--- config.mk ---
export PLATFORM = sky130hd
export DESIGN_NAME = router_fsm_param
export DESIGN_NICKNAME = d
export VERILOG_FILES = /design/src/rtl/router_fsm_param.sv
export SDC_FILE = /design/constraint.sdc
export NUM_CORES = 1
export LEC_CHECK = 0
export ABC_AREA = 1
export CORE_UTILIZATION = 50
export CTS_CLUSTER_SIZE = 14
export DETAILED_ROUTE_END_ITERATION = 7
export GPL_TIMING_DRIVEN = 0
export HOLD_SLACK_MARGIN = 0.06
export PLACE_DENSITY = 0.85
export SYNTH_ARGS = -nofsm -noshare
export SYNTH_HDL_FRONTEND = slang
export SYNTH_SLANG_ARGS = --single-unit
--- constraint.sdc ---
create_clock -name clock -period 2.5 [get_ports clock]
set_input_delay 0.375 -clock clock [delete_from_list [all_inputs] [get_ports clock]]
set_output_delay 0.375 -clock clock [all_outputs]
set_load 0.005 [all_outputs]
--- src/rtl/router_fsm_param.sv ---
// router_fsm_param: packet-control FSM for the router.
// It decodes the header address and steers writes into one of NUM_PORTS
// output FIFOs. It then sequences the first-data, payload, full-stall,
// parity and parity-check phases. A destination whose FIFO stays busy is
// waited on for at most TIMEOUT_CYCLES. Invalid or timed-out packets are
// drained through DROP_PACKET without any FIFO writes.
module router_fsm_param #(
    parameter int NUM_PORTS      = 3,
    parameter int ADDR_W         = 2,
    parameter int TIMEOUT_CYCLES = 30
) (
    input  logic                 clock,
    input  logic                 reset,
    input  logic                 pkt_valid,
    input  logic [ADDR_W-1:0]    data_in,
    input  logic                 parity_done,
    input  logic                 low_pkt_valid,
    input  logic                 fifo_full,
    input  logic [NUM_PORTS-1:0] fifo_empty,
    input  logic [NUM_PORTS-1:0] soft_reset,
    output logic                 busy,
    output logic                 detect_add,
    output logic                 lfd_state,
    output logic                 ld_state,
    output logic                 laf_state,
    output logic                 full_state,
    output logic                 rst_int_reg,
    output logic                 drop_state,
    output logic                 write_enb_reg,
    output logic [NUM_PORTS-1:0] fifo_sel,
    output logic [ADDR_W-1:0]    addr_out,
    output logic                 timeout_err
);

    // Wide enough to hold TIMEOUT_CYCLES-1 for any TIMEOUT_CYCLES >= 1.
    localparam int CNT_W = $clog2(TIMEOUT_CYCLES) + 1;
    localparam logic [CNT_W-1:0] TIMEOUT_LAST = CNT_W'(TIMEOUT_CYCLES - 1);
    localparam int ADDR_SPACE = 2 ** ADDR_W;

    typedef enum logic [3:0] {
        DECODE_ADDRESS     = 4'd0,
        LOAD_FIRST_DATA    = 4'd1,
        LOAD_DATA          = 4'd2,
        FIFO_FULL_STATE    = 4'd3,
        LOAD_AFTER_FULL    = 4'd4,
        LOAD_PARITY        = 4'd5,
        CHECK_PARITY_ERROR = 4'd6,
        WAIT_TILL_EMPTY    = 4'd7,
        DROP_PACKET        = 4'd8
    } state_t;

    state_t                state;
    state_t                next_state;
    logic [ADDR_W-1:0]     addr_reg;
    logic [CNT_W-1:0]      wait_cnt;
    logic [ADDR_SPACE-1:0] empty_ext;
    logic [ADDR_SPACE-1:0] soft_ext;
    logic                  addr_valid;
    logic                  sel_phase;

    // Pad the per-port flags to the full address space. Any address can then
    // index them safely. Unused addresses read as "not empty, no soft reset".
    always_comb begin
        empty_ext = '0;
        soft_ext  = '0;
        empty_ext[NUM_PORTS-1:0] = fifo_empty;
        soft_ext[NUM_PORTS-1:0]  = soft_reset;
    end

    assign addr_valid = (32'(data_in) < NUM_PORTS);

    // State register.
    always_ff @(posedge clock or posedge reset) begin
        if (reset) state <= DECODE_ADDRESS;
        else       state <= next_state;
    end

    // Next-state logic. A soft reset on the packet's own port overrides the
    // normal transitions everywhere except in DECODE_ADDRESS.
    always_comb begin
        next_state = state;
        case (state)
            DECODE_ADDRESS: begin
                if (pkt_valid) begin
                    if (!addr_valid)             next_state = DROP_PACKET;
                    else if (empty_ext[data_in]) next_state = LOAD_FIRST_DATA;
                    else                         next_state = WAIT_TILL_EMPTY;
                end
            end
            LOAD_FIRST_DATA: next_state = LOAD_DATA;
            LOAD_DATA: begin
                if (fifo_full)       next_state = FIFO_FULL_STATE;
                else if (!pkt_valid) next_state = LOAD_PARITY;
            end
            FIFO_FULL_STATE: begin
                if (!fifo_full) next_state = LOAD_AFTER_FULL;
            end
            LOAD_AFTER_FULL: begin
                if (parity_done)        next_state = DECODE_ADDRESS;
                else if (low_pkt_valid) next_state = LOAD_PARITY;
                else                    next_state = LOAD_DATA;
            end
            LOAD_PARITY: next_state = CHECK_PARITY_ERROR;
            CHECK_PARITY_ERROR: begin
                if (!fifo_full) next_state = DECODE_ADDRESS;
            end
            WAIT_TILL_EMPTY: begin
                // The FIFO draining wins over a coincident timeout.
                if (empty_ext[addr_reg])         next_state = LOAD_FIRST_DATA;
                else if (wait_cnt == TIMEOUT_LAST) next_state = DROP_PACKET;
            end
            DROP_PACKET: begin
                if (!pkt_valid) next_state = DECODE_ADDRESS;
            end
            default: next_state = DECODE_ADDRESS;
        endcase
        if (state != DECODE_ADDRESS && soft_ext[addr_reg])
            next_state = DECODE_ADDRESS;
    end

    // Capture the destination when a header is accepted.
    always_ff @(posedge clock or posedge reset) begin
        if (reset)
            addr_reg <= '0;
        else if (state == DECODE_ADDRESS && pkt_valid)
            addr_reg <= data_in;
    end

    // Count cycles spent waiting. The count restarts on every fresh wait.
    always_ff @(posedge clock or posedge reset) begin
        if (reset)
            wait_cnt <= '0;
        else if (state == WAIT_TILL_EMPTY)
            wait_cnt <= wait_cnt + CNT_W'(1);
        else
            wait_cnt <= '0;
    end

    // Pulse timeout_err during the first DROP_PACKET cycle after a wait
    // expires. It does not pulse when a soft reset pre-empted the drop.
    always_ff @(posedge clock or posedge reset) begin
        if (reset)
            timeout_err <= 1'b0;
        else
            timeout_err <= (state == WAIT_TILL_EMPTY) && (next_state == DROP_PACKET);
    end

    // Moore decodes: the outputs depend only on registered state.
    assign detect_add    = (state == DECODE_ADDRESS);
    assign lfd_state     = (state == LOAD_FIRST_DATA);
    assign ld_state      = (state == LOAD_DATA);
    assign full_state    = (state == FIFO_FULL_STATE);
    assign laf_state     = (state == LOAD_AFTER_FULL);
    assign rst_int_reg   = (state == CHECK_PARITY_ERROR);
    assign drop_state    = (state == DROP_PACKET);
    assign busy          = (state == LOAD_FIRST_DATA) || (state == FIFO_FULL_STATE) ||
                           (state == LOAD_AFTER_FULL) || (state == LOAD_PARITY) ||
                           (state == CHECK_PARITY_ERROR) || (state == WAIT_TILL_EMPTY);
    assign write_enb_reg = (state == LOAD_DATA) || (state == LOAD_AFTER_FULL) ||
                           (state == LOAD_PARITY);
    assign addr_out      = addr_reg;

    // The destination is selected only while the packet owns its FIFO.
    assign sel_phase = (state == LOAD_FIRST_DATA) || (state == LOAD_DATA) ||
                       (state == FIFO_FULL_STATE) || (state == LOAD_AFTER_FULL) ||
                       (state == LOAD_PARITY) || (state == CHECK_PARITY_ERROR);

    for (genvar i = 0; i < NUM_PORTS; i++) begin : g_sel
        assign fifo_sel[i] = sel_phase && (addr_reg == ADDR_W'(i));
    end

endmodule

==> flow_summary.ini <==
[floorplan]
num_rows = 16
ios = 29
initial_core_util_pct = 52.9
fp.coreArea_um2 = 1940
fp.dieH_um = 47.3
die_area_um2 = 2240
die_x_um = 47.3

[layout]
n_fill_cell = 169
fin_nets = 194
antenna_cells = 0
multi_input_area_um2 = 566
syn_to_final_growth_pct = 32.2
stdcell_area_um2 = 1360
drive_gt1_share_pct = 14.7
seq_area_um2 = 325

[clock_tree]
clock_path_buffers = 2
clk_pin_slew_worst_paths_ns = 0.08
clock_sinks = 13
cts-hold-fix-buffers = 0
cts_buffers = 3
clock_latency_ns = 0.26
cts_tree = yes
cts_root_buffer = clkbuf_4
htreeDepth = 1
cts_setup_buffers = 0
cts_resized = 0

[route]
dr.pass1.iters = 4
vias = 1068
wire_per_inst_um = 11.4
vias_per_cell = 5.24
wl_mm = 2.32
dr.first_iter.drc_count = 21
drc = 0
detail-route-antenna-nets = 0

[power]
ir_drop_mv = 0.826
p_per_area_nw_per_um2 = 884
p_total_mw = 1.20
leakagePower_nw = 0.652

[synthesis]
syn-num-nets = 162
yosys_warnings = 0
ys_seq_area_share_pct = 31.7
postSynthCellCount = 146
ys_ff_latch = 13
syn-mean-instance-area_um2 = 7.04
netlist_area_um2 = 1030
synth_cell_type_count = 29

[worst_setup_path]
reg2reg_setup_slack_ns = 1.06
cp.required_ns = 2.12
crit_path_max_incr_delay_ns = 0.54
worstSetupEndpointType = output port
r2r_end = timeout_err$_DFF_PP0_
worstPathArrival_ns = 1.80
crit_slowest_cell = clkdlybuf4s50_1
crit_path_end = fifo_sel[2]
cpLargestDelayFamily = buffers and inverters
crit_buf_inv = 2
worstRegToRegCells = 9
crit_path_start_kind = register
r2r-start = wait_cnt[1]$_DFF_PP0_
crit_chain = bufinv_8, nand2_1, o211ai_1, nor3_1, clkdlybuf4s50_1
path_class = register to output port
path_max_fanout = 5
cp_num_cells = 5
crit_start = state[2]$_DFF_PP0_

[placed_design]
finalWeightedCongestion = 0.868
placed_cell_area_um2 = 1330
io_buffer_count = 27
dp_hpwl_mm = 1.97

[global_route]
grt_pass1_vias = 884
grt_usage_pct = 22.6
grt_start_max_net_pins = 14
grt_pass1_wl_mm = 3.59
antenna_found_initial = 0
overflow = 0

[timing]
timing.fmax_mhz = 461
tightestPinTransition_ns = 0.459
finalCritPeriodShare_pct = 86.8
tns_ns = 0
min_period_ns = 2.17
rsz0062_at_grt = no
drv_slew = 0
finClkSkew_ns = 0.0123
relSlewSlack_pct = 69.4
finalSetupViolations = 0
hold_viol = 0
hold_ws_ns = 0.410

[job]
cap_violations = 0

[min_path]
hold_path_class = input port to asynchronous set/reset pin

[status]
status = finished, final reports clean
## power breakdown
group / leakage [nW] / switching [mW] / internal, mW / total, mW
sequential: 0.173 / 0.0536 / 0.250 / 0.303
clock: 0.0150 / 0.0582 / 0.0615 / 0.120
combinational: 0.464 / 0.411 / 0.366 / 0.777
total: 0.652 / 0.523 / 0.677 / 1.20
## layout make-up
cell class,instances,area share [%]
Buffer,2,1.20
Tap cell,27,2.49
Timing Repair Buffer,27,19.9
Inverter,27,8.85
Sequential cell,13,24.0
Multi-Input combinational cell,104,41.7
Clock buffer,4,1.94
## kinds of logic after synthesis
| logic type | after synthesis | synth area share (%) |
|---|---|---|
| and+or+nand+nor | 83 | 42.6 |
| buffers and inverters | 29 | 13.3 |
| AOI/OAI and AO/OA | 19 | 9.99 |
| DFF | 13 | 31.7 |
| adders and majority gates | 2 | 2.44 |
## sequential cells by signal (all words and copies together), names as in the netlist
register	count
addr_out	2
state	4
timeout_err	1
wait_cnt	6
## routing by layer
metal	vias up	share of wire [%]	global-route usage [%]
met5	-	0	0
met4	0	2.0	9.71
met3	6	6.6	2.31
met2	43	48	37.8
met1	485	44	29.6
li1	534	-	-
## worst register-to-register path: cells and delay by family, from the launching register on
family / cells / cell delay, ns
AND/OR/NAND/NOR: 7 / 0.78
flip-flops: 1 / 0.40
adder cells (fa/ha/maj): 1 / 0.13
buffers and inverters: 1 / 0.06
## Yosys cell counts (all sizes together)
library cell  count  area share, %
a21oi             9            4.8
ha                2            2.4
bufinv            1            1.7
nor3              5            2.4
o211ai            1           0.73
buf               1            1.1
nor2             24             13
o21ai             8            3.9
nand2            26             13
or2               2            1.2
inv              26             10
and3              1           0.61
nand4             1           0.61
nand3            23             12
clkbuf            1           0.49
dfrtp            13             32
a31oi             1           0.61
nand3b            1           0.73
## how the worst min path moves through the flow
stage / start / to / slack, ns / depth (start not counted)
floorplan: reset / addr_out[0]$_DFFE_PP0P_ / 0.25 / 1
global placement: wait_cnt[3]$_DFF_PP0_ / wait_cnt[4]$_DFF_PP0_ / 0.47 / 1
detailed placement: wait_cnt[3]$_DFF_PP0_ / wait_cnt[4]$_DFF_PP0_ / 0.48 / 1
CTS: reset / wait_cnt[2]$_DFF_PP0_ / 0.43 / 2
global route: reset / wait_cnt[2]$_DFF_PP0_ / 0.48 / 2
finish: reset / wait_cnt[2]$_DFF_PP0_ / 0.41 / 2
## layout by cell type, fill, tap and decap left out
| master | n |
|---|---|
| nand3_2 | 1 |
| inv_1 | 21 |
| or2_2 | 1 |
| clkdlybuf4s50_1 | 27 |
| nand4_1 | 1 |
| nor2_8 | 1 |
| a21oi_1 | 8 |
| nand2_1 | 21 |
| dfrtp_1 | 13 |
| o211ai_1 | 1 |
| bufinv_8 | 1 |
| inv_4 | 2 |
| nand2_4 | 1 |
| clkbuf_2 | 1 |
| clkbuf_4 | 3 |
| nor2_2 | 4 |
| o21ai_0 | 8 |
| and3_1 | 1 |
| nand2_2 | 3 |
| buf_6 | 1 |
| nor3_1 | 5 |
| nand3b_1 | 1 |
| nand3_1 | 22 |
| ha_1 | 2 |
| nand2_8 | 1 |
| a31oi_1 | 1 |
| nor2_4 | 2 |
| a21oi_2 | 1 |
| clkbuf_1 | 1 |
| inv_2 | 3 |
| nor2_1 | 17 |
| or2_1 | 1 |
## per-stage QoR
stage                     utilization (%)  worst slack, ns  std cells
after floorplan                         -             1.19        146
after global placement               68.6            0.639        200
after detailed placement             68.6            0.620        200
after CTS                            69.9            0.325        204
after global routing                 69.9            0.221        204
final                                69.9            0.330        204
Note: power is estimated with default switching activity, not from simulation.
